$ cat src/rtl/tm_shiftreg_pkg.sv
// tm_shiftreg_pkg: shared state encoding and parameter helpers for the
// TM configuration shift-register writer.
package tm_shiftreg_pkg;

    // One-hot FSM state encoding
    localparam int unsigned ST_W = 6;

    localparam logic [ST_W-1:0] ST_IDLE  = 6'b000001;
    localparam logic [ST_W-1:0] ST_SETUP = 6'b000010;
    localparam logic [ST_W-1:0] ST_HIGH  = 6'b000100;
    localparam logic [ST_W-1:0] ST_LOW   = 6'b001000;
    localparam logic [ST_W-1:0] ST_LOAD  = 6'b010000;
    localparam logic [ST_W-1:0] ST_DONE  = 6'b100000;

    // Smallest counter width w with 2^w > data_width, so the bit counter
    // can hold the terminal value data_width itself.
    function automatic int unsigned min_cnt_width(input int unsigned data_width);
        int unsigned w;
        w = 1;
        while ((64'd1 << w) <= 64'(data_width)) begin
            w = w + 1;
        end
        return w;
    endfunction

endpackage

$ cat src/rtl/tm_phase_timer.sv
// tm_phase_timer: times one sclk phase of H = h_m1+1 clk_in cycles.
// Reloaded with h_m1 on every state change; phase_end marks the last
// cycle of the current phase.
module tm_phase_timer #(
    parameter int unsigned DIV_WIDTH = 8
) (
    input  logic                 clk_in,
    input  logic                 rst,
    input  logic                 restart,
    input  logic [DIV_WIDTH-1:0] h_m1,
    output logic                 phase_end
);

    logic [DIV_WIDTH-1:0] cnt;

    // Down-counter: reload on restart, otherwise count down and hold at zero
    always_ff @(posedge clk_in or posedge rst) begin
        if (rst) begin
            cnt <= '0;
        end else if (restart) begin
            cnt <= h_m1;
        end else if (cnt != '0) begin
            cnt <= cnt - DIV_WIDTH'(1);
        end
    end

    assign phase_end = (cnt == '0);

endmodule

$ cat src/rtl/tm_shiftreg_writer.sv
// tm_shiftreg_writer: serialises a DATA_WIDTH configuration word into the
// TM chip shift register (MSB first on sdi, sclk idle low), captures the
// bits returned on sdo into data_rb, then pulses sload to latch the word.
module tm_shiftreg_writer
    import tm_shiftreg_pkg::*;
#(
    parameter int unsigned DATA_WIDTH = 170,
    parameter int unsigned CNT_WIDTH  = 8,
    parameter int unsigned DIV_WIDTH  = 8
) (
    input  logic                  clk_in,
    input  logic                  rst,
    input  logic [DATA_WIDTH-1:0] data_in,
    input  logic                  start,
    input  logic [DIV_WIDTH-1:0]  div,
    input  logic                  sdo,
    output logic                  sclk,
    output logic                  sdi,
    output logic                  sload,
    output logic                  busy,
    output logic                  done,
    output logic [DATA_WIDTH-1:0] data_rb
);

    if (CNT_WIDTH < min_cnt_width(DATA_WIDTH)) begin : g_bad_cnt_width
        $error("tm_shiftreg_writer: CNT_WIDTH too small to count DATA_WIDTH bits");
    end

    if (DATA_WIDTH < 2) begin : g_bad_data_width
        $error("tm_shiftreg_writer: DATA_WIDTH must be at least 2");
    end

    logic [ST_W-1:0]       state;
    logic [DATA_WIDTH-1:0] tx_sr;
    logic [DATA_WIDTH-1:0] rx_sr;
    logic [DIV_WIDTH-1:0]  div_q;
    logic [DIV_WIDTH-1:0]  h_m1;
    logic [CNT_WIDTH-1:0]  bit_cnt;
    logic                  accept;
    logic                  timed;
    logic                  restart;
    logic                  phase_end;

    // Start acceptance, timer reload and reload value selection
    always_comb begin
        accept  = (state == ST_IDLE) && start;
        timed   = (state == ST_SETUP) || (state == ST_HIGH) ||
                  (state == ST_LOW)   || (state == ST_LOAD);
        restart = accept || (timed && phase_end);
        // div_q is not yet loaded on the accepting cycle, so take div directly
        h_m1    = (state == ST_IDLE) ? div : div_q;
    end

    tm_phase_timer #(
        .DIV_WIDTH (DIV_WIDTH)
    ) u_phase_timer (
        .clk_in    (clk_in),
        .rst       (rst),
        .restart   (restart),
        .h_m1      (h_m1),
        .phase_end (phase_end)
    );

    // sdi is the MSB flop of the transmit register; zeros shifted in at the
    // LSB make sdi drop to 0 once the last bit has gone out.
    assign sdi = tx_sr[DATA_WIDTH-1];

    // Transmit/receive shift registers, latched divider and bit counter
    always_ff @(posedge clk_in or posedge rst) begin
        if (rst) begin
            tx_sr   <= '0;
            rx_sr   <= '0;
            div_q   <= '0;
            bit_cnt <= '0;
        end else if (accept) begin
            tx_sr   <= data_in;
            rx_sr   <= '0;
            div_q   <= div;
            bit_cnt <= '0;
        end else if ((state == ST_HIGH) && phase_end) begin
            tx_sr   <= {tx_sr[DATA_WIDTH-2:0], 1'b0};
            rx_sr   <= {rx_sr[DATA_WIDTH-2:0], sdo};
            bit_cnt <= bit_cnt + CNT_WIDTH'(1);
        end
    end

    // Transfer sequencing and registered chip/status outputs
    always_ff @(posedge clk_in or posedge rst) begin
        if (rst) begin
            state   <= ST_IDLE;
            sclk    <= 1'b0;
            sload   <= 1'b0;
            busy    <= 1'b0;
            done    <= 1'b0;
            data_rb <= '0;
        end else begin
            done <= 1'b0;
            case (state)
                ST_IDLE: begin
                    if (start) begin
                        state <= ST_SETUP;
                        busy  <= 1'b1;
                        sclk  <= 1'b0;
                    end
                end
                ST_SETUP: begin
                    if (phase_end) begin
                        state <= ST_HIGH;
                        sclk  <= 1'b1;
                    end
                end
                ST_HIGH: begin
                    if (phase_end) begin
                        state <= ST_LOW;
                        sclk  <= 1'b0;
                    end
                end
                ST_LOW: begin
                    if (phase_end) begin
                        if (bit_cnt == CNT_WIDTH'(DATA_WIDTH)) begin
                            state <= ST_LOAD;
                            sload <= 1'b1;
                        end else begin
                            state <= ST_HIGH;
                            sclk  <= 1'b1;
                        end
                    end
                end
                ST_LOAD: begin
                    if (phase_end) begin
                        state   <= ST_DONE;
                        sload   <= 1'b0;
                        busy    <= 1'b0;
                        done    <= 1'b1;
                        data_rb <= rx_sr;
                    end
                end
                ST_DONE: begin
                    state <= ST_IDLE;
                end
                default: begin
                    state <= ST_IDLE;
                    sclk  <= 1'b0;
                    sload <= 1'b0;
                    busy  <= 1'b0;
                end
            endcase
        end
    end

endmodule
$ cat config.mk
export PLATFORM = sky130hd
export DESIGN_NAME = tm_shiftreg_writer
export DESIGN_NICKNAME = d
export VERILOG_FILES = /design/src/rtl/tm_shiftreg_pkg.sv /design/src/rtl/tm_phase_timer.sv /design/src/rtl/tm_shiftreg_writer.sv
export SDC_FILE = /design/constraint.sdc
export NUM_CORES = 1
export LEC_CHECK = 0
export ABC_AREA = 1
export CAP_MARGIN = 20
export CORE_MARGIN = 3
export CORE_UTILIZATION = 40
export DETAILED_ROUTE_END_ITERATION = 10
export HOLD_SLACK_MARGIN = 0.03
export RECOVER_POWER = 50
export SYNTH_ARGS = -nofsm -noshare
export SYNTH_HDL_FRONTEND = slang
export SYNTH_HIERARCHICAL = 1
export SYNTH_SLANG_ARGS = --single-unit
$ cat constraint.sdc
create_clock -name clk_in -period 27.5 [get_ports clk_in]
set_clock_uncertainty 0.05 [all_clocks]
set_input_delay 5.5 -clock clk_in [delete_from_list [all_inputs] [get_ports clk_in]]
set_output_delay 5.5 -clock clk_in [all_outputs]
set_load 0.05 [all_outputs]
==> results.txt, run 1 <==
Leading post-synthesis cells by instance count: sky130_fd_sc_hd__nand2_1, sky130_fd_sc_hd__dfrtp_1, sky130_fd_sc_hd__o21ai_0, sky130_fd_sc_hd__inv_1, sky130_fd_sc_hd__nand3_1
Largest net degree at the start of global routing: 208
Post-CTS Setup Inserts: 0
Clock tree from TritonCTS: done
Kind of capture point of the worst setup path: register
Worst slew margin relative to its limit: -497.2%
Number of max-slew violations in the final report: 1152
Register-to-Register Setup Slack: 16.62 ns
Kind of critical path: in2reg
Fraction of the core area covered by cells at the end of the flow: 50.65%
Number of synthesized flops with an enable pin: 0
Pin slew with the least headroom to its limit: 8.958 ns
Setup TNS: 0 ns
Startpoint kind of the worst setup timing path: primary input
Inserted Clock Buffers: 58
Worst-case vdd ir drop: 0.00005557 V
Adder and majority cell fraction of the synthesized area: 0.1619%
Tightest hold margin: 0.4270 ns
Post-Place Cell Area: 26950 um2
Lkg Pwr: 13.73 nW
Number of DRC violations after detailed-routing iteration 0: 1631
Area enclosed by the die boundary: 60880 um2
Final hold viol count: 0
Setup repair after global routing missed its margin: false
Xor/xnor share of the synthesized area: 0.1889%
Number of detailed-routing iterations run before antenna repair: 5
Req. time, crit path: 27.94 ns
Fraction of final layout cells with drive strength greater than 1: 3.799%
Count of hold-fix buffers inserted at cts: 0
Core region area: 56820 um2
Final non-filler cell total: 3839
Worst Setup Slack post-DPL: 18.07 ns
Number of cell rows: 87
Area fraction in and, or, nand and nor cells after synthesis: 24.75%
Post-DP HPWL: 37200 um
Latest clock arrival within the worst-skew pair: 0.60 ns
Initial standard-cell utilization of the core: 40.80%
Clock sink count: 544
Cell type contributing the most total cell area after synthesis: sky130_fd_sc_hd__dfrtp_1
Netlist area before placement: 23180 um2
Average wire per standard cell: 15.53 um
Max Clock Freq: 0.06405 GHz
Number of global-route vias before repair: 18191
Critical Path AT: 16.05 ns
Gpl congestion: 0.7946
Combinational family with the most area after synthesis: simple AND/OR/NAND/NOR gates
Initial antenna violation count: 3
Min Clock Period, post-route: 15.61 ns
Clock slew at reported path FFs: 0.05 ns
Clock root buffer: sky130_fd_sc_hd__clkbuf_16
Avg Synthesized Cell Area: 8.360 um2
Main area contributors after synthesis: sky130_fd_sc_hd__dfrtp_1, sky130_fd_sc_hd__nand2_1, sky130_fd_sc_hd__o21ai_0, sky130_fd_sc_hd__nand3_1, sky130_fd_sc_hd__inv_1
Detail Route Antenna Nets: 0
Area fraction in compound gates after synthesis: 8.830%
Die extent in x: 246.7 um
Total GRT Usage: 19.35%
Area added between synthesis and finish: 24.15%
Number of cells upsized or downsized after cts: 0
Sequential cell area fraction in the yosys report: 58.73%
Run status: complete, but fails checks
Warning count from the yosys run: 6
Async set-or-reset flop fraction in the synthesized netlist: 100.0%
I/O pins: 357
Worst hold path type: reg2reg
Portion of synthesized cell area occupied by the leading cell type: 58.62%
Post-synth net total: 2958
Number of failing setup endpoints in the final timing report: 0
Avg Vias per Cell: 4.841
Final worst-path cycle share: 56.77%
DRC violations left: 0
Total instance count after detailed placement: 3731
Critical path peak fanout: 207
Post-synthesis register bit count: 544
H-Tree Level Count: 2
Cell with the most instances after synthesis: sky130_fd_sc_hd__nand2_1
Multiplexer share of the synthesized area: 0%
Final Total Pwr: 2.318 mW
Violations in the final reports: capacitance limit, slew limit
Global-route wire length before repair: 96570 um
Vias post-DR: 18586
Maximum buffer depth of the clock tree: 3
Number of fill cells in the layout: 5449
Quantity of I/O buffers inserted on ports: 356
Grt total ovfl: 0
Most instantiated flip-flop cell in the synthesis netlist: sky130_fd_sc_hd__dfrtp_1
Detailed Route WL: 59620 um
Number of nets at the end of the flow: 3224
Worst path setup slack after routing: 11.89 ns
Die extent in y: 246.7 um
Final Instance Area: 28780 um2
Power density relative to cell area: 80.53 nW/um2
Number of maximum-capacitance constraint violations: 11
Synthesized instance count: 2773
Unique masters post-synth: 28
-- routing by layer --
metal	global-route usage, %	vias up	routed length, um
li1	-	9187	-
met1	26.36	8951	26340
met2	31.51	366	28830
met3	3.676	82	3061
met4	5.836	0	1388
met5	0	-	0
-- path summary, 6_finish.rpt --
| path | depth (start not counted) | endpoint | startpoint |
|---|---|---|---|
| max in group asynchronous | 6 | data_rb[108] | rst |
| max reg2reg | 11 | u_phase_timer/cnt[0] | state[5] |
| min | 2 | tx_sr[165] | tx_sr[165] |
| min reg2reg | 2 | tx_sr[165] | tx_sr[165] |
| min in group asynchronous | 2 | u_phase_timer/cnt[5] | rst |
| max | 9 | u_phase_timer/cnt[0] | start |
-- layout make-up --
class / count / area (um2) / share of cell area (%)
Clock inverter: 11 / 87.58 / 0.3043
Tap cell: 756 / 945.9 / 3.287
Clock buffer: 90 / 1753 / 6.091
Sequential cell: 544 / 13610 / 47.31
Timing Repair Buffer: 377 / 3751 / 13.03
Antenna cell: 3 / 7.507 / 0.02609
Multi-Input combinational cell: 1850 / 7833 / 27.22
Inverter: 208 / 787.0 / 2.735
-- cells by family after synthesis --
family / Yosys count
compound gates: 406
xor+xnor: 5
fa+ha+maj: 3
buf+inv: 379
flops: 544
simple gates: 1436
-- state kept, by name (all words and copies together), names as in the netlist --
| register | count |
|---|---|
| u_phase_timer/cnt | 8 |
| done | 1 |
| sload | 1 |
| data_rb | 170 |
| busy | 1 |
| state | 6 |
| bit_cnt | 8 |
| tx_sr | 170 |
| rx_sr | 170 |
| sclk | 1 |
| div_q | 8 |
-- cell usage in the layout (no fill, tap or decap), types with 20 or more instances in the layout --
cell type / count
sky130_fd_sc_hd__inv_1: 202
sky130_fd_sc_hd__nor2_1: 56
sky130_fd_sc_hd__a21oi_1: 20
sky130_fd_sc_hd__clkbuf_1: 23
sky130_fd_sc_hd__nand3_1: 187
sky130_fd_sc_hd__nand2_1: 1175
sky130_fd_sc_hd__clkdlybuf4s50_1: 354
sky130_fd_sc_hd__o21ai_0: 362
sky130_fd_sc_hd__clkbuf_16: 59
sky130_fd_sc_hd__dfrtp_1: 543
-- critical path, cell delays in order --
cell and delay (ns):
sky130_fd_sc_hd__dlygate4sd3_1 0.56, sky130_fd_sc_hd__nand2_1 1.99, sky130_fd_sc_hd__clkbuf_1 6.36, sky130_fd_sc_hd__o21ai_0 0.63
sky130_fd_sc_hd__buf_4 0.52, sky130_fd_sc_hd__inv_1 0.13, sky130_fd_sc_hd__nand2_4 0.07, sky130_fd_sc_hd__nand2_1 0.11
sky130_fd_sc_hd__o21ai_2 0.05
-- report_power, final --
group | switching, mW | leakage [nW] | total (mW) | internal (mW)
Clock | 0.312 | 0.914 | 0.755 | 0.443
Sequential | 0.0622 | 7.39 | 0.975 | 0.913
Combinational | 0.386 | 5.43 | 0.587 | 0.202
Power figures use the tool's default switching activity.
==> inputs of run 2 (changes only) <==
==> constraint.sdc (replaced) <==
create_clock -name clk_in -period 12.92 [get_ports clk_in]
set_clock_uncertainty 0.05 [all_clocks]
set_input_delay 2.584 -clock clk_in [delete_from_list [all_inputs] [get_ports clk_in]]
set_output_delay 2.584 -clock clk_in [all_outputs]
set_load 0.05 [all_outputs]
==> run 2 against run 1 <==
  * The flow still finishes with violations (capacitance limit, slew limit)
  * Register-to-register slack got worse by 11 ns
  * Cell count hardly changed
  * Die area stayed put
  * Global-route usage is essentially flat
  * Worst setup slack worse by 7.8 ns
  * Sequential power is 110% higher
  * Power increased by 110%
  * Routed wire length fell by 0.50%
  * Combinational power grew 100%
  * Non-clock buffer count fell by 2
  * Sequential share of layout area is 0.059 points lower
  * Count of clock-buffer cells in the layout shrank 5
  * Largest cell class unchanged
==> results.txt, run 2 (same netlist as run 1, synthesis figures left out) <==
Initial antenna violation count: 3 (unchanged)
Post-DP HPWL: 36930 um (-0.72%)
Final non-filler cell total: 3842 (+0.078%)
Clock tree from TritonCTS: done
Area enclosed by the die boundary: 60880 um2 (unchanged)
Number of nets at the end of the flow: 3221 (-0.093%)
Total GRT Usage: 19.36% (about the same)
Worst hold path type: reg2reg
Count of hold-fix buffers inserted at cts: 0 (unchanged)
H-Tree Level Count: 2 (unchanged)
Critical Path AT: 9.33 ns (-6.72 ns)
Largest net degree at the start of global routing: 214 (+2.9%)
Max Clock Freq: 0.1128 GHz
Kind of capture point of the worst setup path: register
Quantity of I/O buffers inserted on ports: 356 (unchanged)
Total instance count after detailed placement: 3731 (unchanged)
Number of max-slew violations in the final report: 424 (-63%)
Pin slew with the least headroom to its limit: 4.075 ns (-4.882 ns)
Number of cell rows: 87 (unchanged)
Final hold viol count: 0 (unchanged)
Most common cell after layout, fill and taps aside: sky130_fd_sc_hd__nand2_1
Lkg Pwr: 13.87 nW (+1.0%)
Maximum buffer depth of the clock tree: 3 (unchanged)
Detailed Route WL: 59320 um (-0.50%)
Vias post-DR: 18583 (-0.016%)
Kind of critical path: in2reg
Number of failing setup endpoints in the final timing report: 0 (unchanged)
Average wire per standard cell: 15.44 um (-0.58%)
Clock root buffer: sky130_fd_sc_hd__clkbuf_16
Number of DRC violations after detailed-routing iteration 0: 1457 (-11%)
Cell family with most CP delay: simple AND/OR/NAND/NOR gates
Critical path peak fanout: 136 (-34%)
DRC violations left: 0 (unchanged)
Gpl congestion: 0.7914 (-0.40%)
Detail Route Antenna Nets: 0 (unchanged)
CP bufs+invs: 3 (-1)
Die extent in y: 246.7 um (unchanged)
Violations in the final reports: capacitance limit, slew limit
Clock sink count: 544 (unchanged)
Core region area: 56820 um2 (unchanged)
Startpoint kind of the worst setup timing path: primary input
Final worst-path cycle share: 68.61%
Setup TNS: 0 ns (unchanged)
Post-CTS Setup Inserts: 0 (unchanged)
Setup repair after global routing missed its margin: false
Initial standard-cell utilization of the core: 40.80% (unchanged)
Register-to-Register Setup Slack: 5.87 ns (-10.75 ns)
Slowest stage delay, CP: 2.72 ns (-3.64 ns)
Power density relative to cell area: 170.6 nW/um2 (+110%)
Number of detailed-routing iterations run before antenna repair: 5 (unchanged)
Area added between synthesis and finish: 24.30%
Avg Vias per Cell: 4.837 (about the same)
Worst path slowest cell: sky130_fd_sc_hd__nand2_1
Largest registers: data_rb x170, rx_sr x170, tx_sr x170
Grt total ovfl: 0 (unchanged)
Number of maximum-capacitance constraint violations: 5 (-6)
I/O pins: 357 (unchanged)
Crit-path cells: dlygate4sd3_1, nand2_1, nand2_8, inv_4, buf_4, nand2_1, o21ai_1
Run status: complete, but fails checks
Req. time, crit path: 13.38 ns (-14.56 ns)
Latest clock arrival within the worst-skew pair: 0.60 ns (about the same)
Number of global-route vias before repair: 18159 (-0.18%)
Worst slew margin relative to its limit: -171.7% (+330 points)
Fraction of final layout cells with drive strength greater than 1: 3.957% (+0.16 points)
Worst path most repeated cell: sky130_fd_sc_hd__nand2_1
Inserted Clock Buffers: 57 (-1.7%)
Clock slew at reported path FFs: 0.06 ns (about the same)
Global-route wire length before repair: 96990 um (+0.44%)
Min Clock Period, post-route: 8.865 ns
Worst-case vdd ir drop: 0.0001566 V (+180%)
Most frequent cells in the layout: sky130_fd_sc_hd__nand2_1, sky130_fd_sc_hd__dfrtp_1, sky130_fd_sc_hd__o21ai_0
Die extent in x: 246.7 um (unchanged)
Number of cells upsized or downsized after cts: 0 (unchanged)
[run 2: layout make-up]
class / instances / area [um2]
fill: 5429 / 28010
sequential: 544 / 13610
multi-input combinational: 1850 / 7830
timing repair buffer: 375 / 3729
clock buffer: 85 / 1682
tap: 756 / 945.9
inverter: 208 / 794.5
clock inverter: 21 / 212.7
antenna: 3 / 7.507
[run 2: layer usage]
metal	up-vias	track usage, %	wire, um
met2	349	31.24	28190
met5	-	0	20
met3	68	3.915	3089
met1	8951	26.77	26940
met4	2	5.093	1080
li1	9213	-	-
[run 2: power breakdown]
group          internal (mW)  switching, mW  total, mW
Combinational          0.383          0.815       1.20
Sequential              1.94          0.132       2.07
Clock                  0.959          0.685       1.64
Total                   3.28           1.63       4.92
[run 2: worst min-delay path, delay by kind of cell, from the launching register on]
family          cells  cell delay, ns
flops               1            0.34
compound gates      1            0.05
simple gates        1            0.05
[run 2: path summary, 6_finish.rpt]
| check | from | cells past startpoint | end |
|---|---|---|---|
| setup / recovery | start | 7 | tx_sr[1] |
| max in group asynchronous | rst | 4 | data_rb[127] |
| hold / removal | data_rb[59] | 2 | data_rb[59] |
| min in group asynchronous | rst | 2 | u_phase_timer/cnt[1] |
| hold reg to reg | data_rb[59] | 2 | data_rb[59] |
| setup reg to reg | state[2] | 9 | tx_sr[1] |
[run 2: metrics by stage]
step	power, mW	setup slack, ns	hold slack (ns)	util, %	area [um2]
after global placement	3.274	6.508	0.4094	47.45	26960
after CTS	4.974	7.088	0.4289	50.78	28860
after detailed placement	3.307	6.439	0.4138	47.45	26960
final	4.915	4.055	0.4279	50.71	28820
after floorplan	3.053	2.999	0.3922	-	23180
after global routing	5.247	3.402	0.4435	50.71	28810
